$ cat config.mk
export PLATFORM = sky130hd
export DESIGN_NAME = ai_paddle_tracker
export DESIGN_NICKNAME = d
export VERILOG_FILES = /design/src/rtl/ai_paddle_tracker.sv
export SDC_FILE = /design/constraint.sdc
export NUM_CORES = 1
export LEC_CHECK = 0
export ABC_AREA = 1
export BUFFER_PORTS_ARGS = -buffer_cell sky130_fd_sc_hd__buf_2
export CAP_MARGIN = 30
export CELL_PAD_IN_SITES_DETAIL_PLACEMENT = 0
export CELL_PAD_IN_SITES_GLOBAL_PLACEMENT = 1
export CORE_ASPECT_RATIO = 1.75
export CORE_UTILIZATION = 40
export CTS_BUF_LIST = sky130_fd_sc_hd__clkbuf_4 sky130_fd_sc_hd__clkbuf_8 sky130_fd_sc_hd__clkbuf_16
export DETAILED_ROUTE_END_ITERATION = 8
export PLACE_DENSITY_LB_ADDON = 0.1
export SLEW_MARGIN = 30
export SYNTH_ARGS = -nofsm -noshare
export SYNTH_HDL_FRONTEND = slang
export SYNTH_SLANG_ARGS = --single-unit
$ cat constraint.sdc
create_clock -name CLOCK -period 5.9 [get_ports CLOCK]
set_input_delay 0.295 -clock CLOCK [delete_from_list [all_inputs] [get_ports CLOCK]]
set_output_delay 0.295 -clock CLOCK [all_outputs]
set_load 0.005 [all_outputs]
$ cat src/rtl/ai_paddle_tracker.sv
// rtl/ai_paddle_tracker.sv - computer-player paddle controller: direction detect, rate-limited chase, return-to-home
module ai_paddle_tracker #(
   parameter int COORD_W   = 11,
   parameter int POS_W     = 8,
   parameter int POS_SHIFT = 1,
   parameter int FIELD_H   = 470,
   parameter int PADDLE_H  = 60,
   parameter int NET_X     = 391,
   parameter int TICK_DIV  = 500000,
   parameter int MAX_STEP  = 4,
   parameter int DEADBAND  = 2
) (
   input  logic               CLOCK,
   input  logic               RESET,
   input  logic               ENABLE,
   input  logic               MODE,
   input  logic               BALL_VALID,
   input  logic [COORD_W-1:0] BALL_H,
   input  logic [COORD_W-1:0] BALL_V,
   output logic [POS_W-1:0]   POSITION,
   output logic               MOVING,
   output logic [1:0]         STATE
);

   typedef enum logic [1:0] {
      ST_IDLE  = 2'd0,
      ST_HOME  = 2'd1,
      ST_CHASE = 2'd2
   } state_e;

   localparam int                 MAX_Y_I = FIELD_H - PADDLE_H;
   localparam logic [COORD_W-1:0] MAX_Y   = COORD_W'(MAX_Y_I);
   localparam logic [COORD_W-1:0] HOME_Y  = COORD_W'(MAX_Y_I / 2);
   localparam logic [COORD_W-1:0] HALF_H  = COORD_W'(PADDLE_H / 2);
   localparam logic [COORD_W-1:0] NET_XC  = COORD_W'(NET_X);
   localparam logic [COORD_W-1:0] DB      = COORD_W'(DEADBAND);
   localparam logic [COORD_W-1:0] STEP    = COORD_W'(MAX_STEP);
   localparam int                 CNT_W   = (TICK_DIV > 1) ? $clog2(TICK_DIV) : 1;
   localparam logic [CNT_W-1:0]   CNT_LAST = CNT_W'(TICK_DIV - 1);

   state_e             state_q, state_d;
   logic [CNT_W-1:0]   cnt_q, cnt_d;
   logic [COORD_W-1:0] last_h_q, last_h_d;
   logic [COORD_W-1:0] last_v_q, last_v_d;
   logic               approaching_q, approaching_d;
   logic [COORD_W-1:0] paddle_q, paddle_d;
   logic               moving_q, moving_d;

   logic               tick;
   logic [COORD_W-1:0] target;
   logic [COORD_W-1:0] diff;
   logic [COORD_W-1:0] step_amt;
   logic [COORD_W-1:0] paddle_new;
   logic               up;
   logic [COORD_W-1:0] pos_full;

   always_comb begin
      tick  = (cnt_q == CNT_LAST);
      cnt_d = tick ? '0 : cnt_q + CNT_W'(1);
   end

   // Equal successive H samples carry no direction information, so hold.
   always_comb begin
      last_h_d      = last_h_q;
      last_v_d      = last_v_q;
      approaching_d = approaching_q;
      if (BALL_VALID) begin
         last_h_d = BALL_H;
         last_v_d = BALL_V;
         if (BALL_H != last_h_q) approaching_d = (BALL_H > last_h_q);
      end
   end

   always_comb begin
      state_d = ST_HOME;
      if (!ENABLE)                                 state_d = ST_IDLE;
      else if (approaching_q && last_h_q > NET_XC) state_d = ST_CHASE;
   end

   always_comb begin
      target = HOME_Y;
      if (state_q == ST_CHASE) begin
         if (last_v_q < HALF_H)                 target = '0;
         else if ((last_v_q - HALF_H) > MAX_Y)  target = MAX_Y;
         else                                   target = last_v_q - HALF_H;
      end
   end

   always_comb begin
      up         = (target >= paddle_q);
      diff       = up ? (target - paddle_q) : (paddle_q - target);
      step_amt   = (diff > STEP) ? STEP : diff;
      paddle_new = paddle_q;
      if (!MODE)          paddle_new = target;
      else if (diff > DB) paddle_new = up ? (paddle_q + step_amt) : (paddle_q - step_amt);

      paddle_d = paddle_q;
      moving_d = moving_q;
      // A falling ENABLE blocks the move even while state_q still says HOME/CHASE.
      if (!ENABLE || state_q == ST_IDLE) begin
         moving_d = 1'b0;
      end else if (tick) begin
         paddle_d = paddle_new;
         moving_d = (paddle_new != paddle_q);
      end
   end

   always_ff @(posedge CLOCK or negedge RESET) begin
      if (!RESET) begin
         state_q       <= ST_IDLE;
         cnt_q         <= '0;
         last_h_q      <= '0;
         last_v_q      <= '0;
         approaching_q <= 1'b0;
         paddle_q      <= HOME_Y;
         moving_q      <= 1'b0;
      end else begin
         state_q       <= state_d;
         cnt_q         <= cnt_d;
         last_h_q      <= last_h_d;
         last_v_q      <= last_v_d;
         approaching_q <= approaching_d;
         paddle_q      <= paddle_d;
         moving_q      <= moving_d;
      end
   end

   always_comb begin
      pos_full = paddle_q >> POS_SHIFT;
      POSITION = pos_full[POS_W-1:0];
      MOVING   = moving_q;
      STATE    = state_q;
   end

endmodule

==> metrics.txt <==
Yosys reg bits=56; Reg2Reg Capture Point=MOVING; Finished Layout Cells=1,243; FMAX=166 MHz; largest family of logic cells by synthesized area=simple AND/OR/NAND/NOR gates; Int Pwr=0.000763 W; Crit. End Element=flop; FF/Latch Area=1410 um^2; vias in the first global route=6,522; area leader, netlist=dfrtp_1; GRT Overall Usage=26.9%; Main synth FF type=dfrtp_1; FILL cells=1,376; worst path arrival time=6.22 ns; sequential cell area fraction in the yosys report=24.8%; Clock Latency Late Sink=0.30 ns; minimum clock period=6.01 ns; final WL=19.2 mm; Max Cap Viol=0; total core area=13,800 um^2; Clk pwr share=26.4%; Setup violations, final=1; Synth area leaders=dfrtp_1 (23%), nand2_1 (18%), inv_1 (11%), ha_1 (9.9%), nand3_1 (7.9%); slew margin rel.=42.7%; Die Y=160 um; total gr overflow=0; Synth Area in Compound Gates=9.38%; worst slew pin tran=0.859 ns; Seq pwr share=34.6%; n_diodes=0; Placed Instance Area=6940 um^2; First-pass DRT Iterations=5; Die ar.=14,700 um^2; Initial Utilization=41.0%; Post-synth EDFFs=0; initial antenna violation count=0; port buffer count=37; setup slack at placement=-0.682 ns; Ys Warns=0; design area=8020 um^2; worst path required time=6.10 ns; Final Skew=0.00522 ns; failing checks=negative setup slack; mapped cell area=5670 um^2; WL/cell=15.5 um; switching part of the total=35.9%; Ports=38; Mean Syn Cell Area=6.39 um^2; CP max FO=7; RSZ-0062 raised after global routing=true; Remaining DRCs=0; Num CTS Buffers=5; die width=92.0 um; critical path's largest stage delay=0.41 ns; largest net degree at the start of global routing=57; via count=6,320; CTS tree=yes; WS Path Type=flop to flop; maximum root-to-sink buffer count=2; area occupied by multi-input gates=4220 um^2; final worst-path cycle share=102%; H-Tree Depth=2; HP Class=input port to asynchronous set/reset pin; Vias/cell=5.08; status=complete, but fails checks; share of Yosys cell area claimed by the top area cell type=22.5%; crit path max-delay cell type=dfrtp_1; Initial DRC Count=229; proportion of synthesized area in mux cells=0.750%; clock sinks=56; FF-to-FF setup slack=-0.11 ns; Worst VDD drop=0.151 mV; first-pass GRT wire length=30.8 mm; combinational share of power=39.0%; Hold Fails Final Rpt=0; gp weighted congestion=1.01; P_leak=4.22 nW; Cell Rows=57; Root Buffer=clkbuf_16; Post-Synth XOR/XNOR Area=3.09%; post-synthesis cell type count=39; Most common cell on crit path=nand2_1; Gate Count Post-Synth=888; Clock transition at path regs=0.08 ns; final slew viol count=0; startpoint types=flop; Psw=0.000427 W; Routed Antenna Nets=0; hold_buf cts=0; placed cells=1,211; reg2reg start=last_v_q[2]; fin nets=1,140; Async S/R FF share, synth=100%; Core Util, Final=58.0%; Synth Area in Adders=11.0%; synth-to-layout area growth=41.5%; detailed-placement wirelength estimate=15.2 mm; R2R depth=50; post-layout worst setup margin=-0.113 ns; basic-gate share of the synthesized area counting and, or, nand and nor cells=37.2%; layout cell share with drive strength beyond 1=35.2%; Pwr Density=148 nW/um^2
-- what timing repair did --
item / in CTS / in global routing
gates cloned: 0 / 0
pin swaps: 50 / 63
gates resized for setup: 92 / 89
setup buffers: 15 / 9
endpoints found under the setup margin: 9 / 11
-- per-layer routing --
layer	GRT usage (%)	up-vias	share of wire [%]
li1	-	3152	-
met1	24.9	2938	33
met2	51.3	162	56
met3	3.01	68	2.9
met4	21.8	0	7.9
met5	0	-	0
-- cell type report --
type	count	area share, %
multi-input combinational	645	52.6
clock inverter	3	0.281
clock buffer	5	1.56
timing repair buffer	194	17.6
inverter	163	7.69
sequential	56	17.5
tap	177	2.76
-- cells in the mapped netlist, types with 8 or more instances --
| master | n |
|---|---|
| nand4_1 | 20 |
| ha_1 | 45 |
| xor2_1 | 16 |
| nand2_2 | 8 |
| nor3_1 | 12 |
| nand2_1 | 265 |
| o21ai_0 | 30 |
| inv_1 | 162 |
| dfrtp_1 | 51 |
| clkbuf_1 | 8 |
| a21oi_1 | 55 |
| nand3_1 | 90 |
| buf_4 | 10 |
| nor2_1 | 49 |
-- cell usage in the layout (no fill, tap or decap), types with 15 or more instances in the layout --
cell	instances
nand4_1	20
inv_1	147
ha_4	15
o21ai_0	27
nand2_2	44
a21oi_1	36
a21oi_2	17
nand3_1	72
buf_2	37
buf_4	147
nor2_1	42
dfrtp_1	51
nand2_1	217
ha_1	29
nand3_2	20
-- worst max path at each step --
stage	from	endpoint	slack (ns)
2_1_floorplan	last_v_q[1]	MOVING	0.004
3_3_place_gp	last_v_q[2]	MOVING	-0.46
3_5_place_dp	last_v_q[2]	MOVING	-0.68
4_1_cts	last_v_q[2]	MOVING	-0.17
5_1_grt	last_v_q[2]	MOVING	-0.49
6_report	last_v_q[2]	MOVING	-0.11
-- flip-flops by register name, indices dropped and copies added (netlist names) --
signal,count
cnt_q,19
approaching_q,1
paddle_q,11
STATE,2
last_h_q,11
MOVING,1
last_v_q,11
-- stage by stage --
stage | setup TNS [ns] | hold slack, ns | power (W)
6_report | -0.113 | 0.118 | 0.00119
5_1_grt | -1.62 | 0.201 | 0.00126
4_1_cts | -0.281 | 0.166 | 0.00116
3_5_place_dp | -2.72 | 0.461 | 0.000799
3_3_place_gp | -1.17 | 0.452 | 0.000792
2_1_floorplan | 0 | -0.000591 | 0.000624
-- critical path: cells and delay by family (launching register included) --
family	cells	cell delay [ns]
simple gates	36	3.55
compound gates	2	0.21
xor+xnor	2	0.30
fa+ha+maj	4	0.90
buf+inv	6	0.50
flops	1	0.41
-- cell families (layout without fill, tap and decap cells) --
family / count (synthesis) / in the layout
mux: 4 / 4
other cells: 2 / 3
simple gates: 471 / 471
compound gates: 99 / 99
flops: 56 / 56
xor+xnor: 20 / 20
fa+ha+maj: 48 / 48
buf+inv: 188 / 365
-- power by group through the flow --
stage | combinational (W) | sequential (W) | clock (W)
2_1_floorplan | 0.000207 | 0.000417 | 0
3_3_place_gp | 0.000375 | 0.000417 | 0
3_5_place_dp | 0.000382 | 0.000417 | 0
4_1_cts | 0.000424 | 0.000410 | 0.000323
5_1_grt | 0.000511 | 0.000413 | 0.000336
6_report | 0.000464 | 0.000411 | 0.000314
Note: power is estimated with default switching activity, not from simulation.
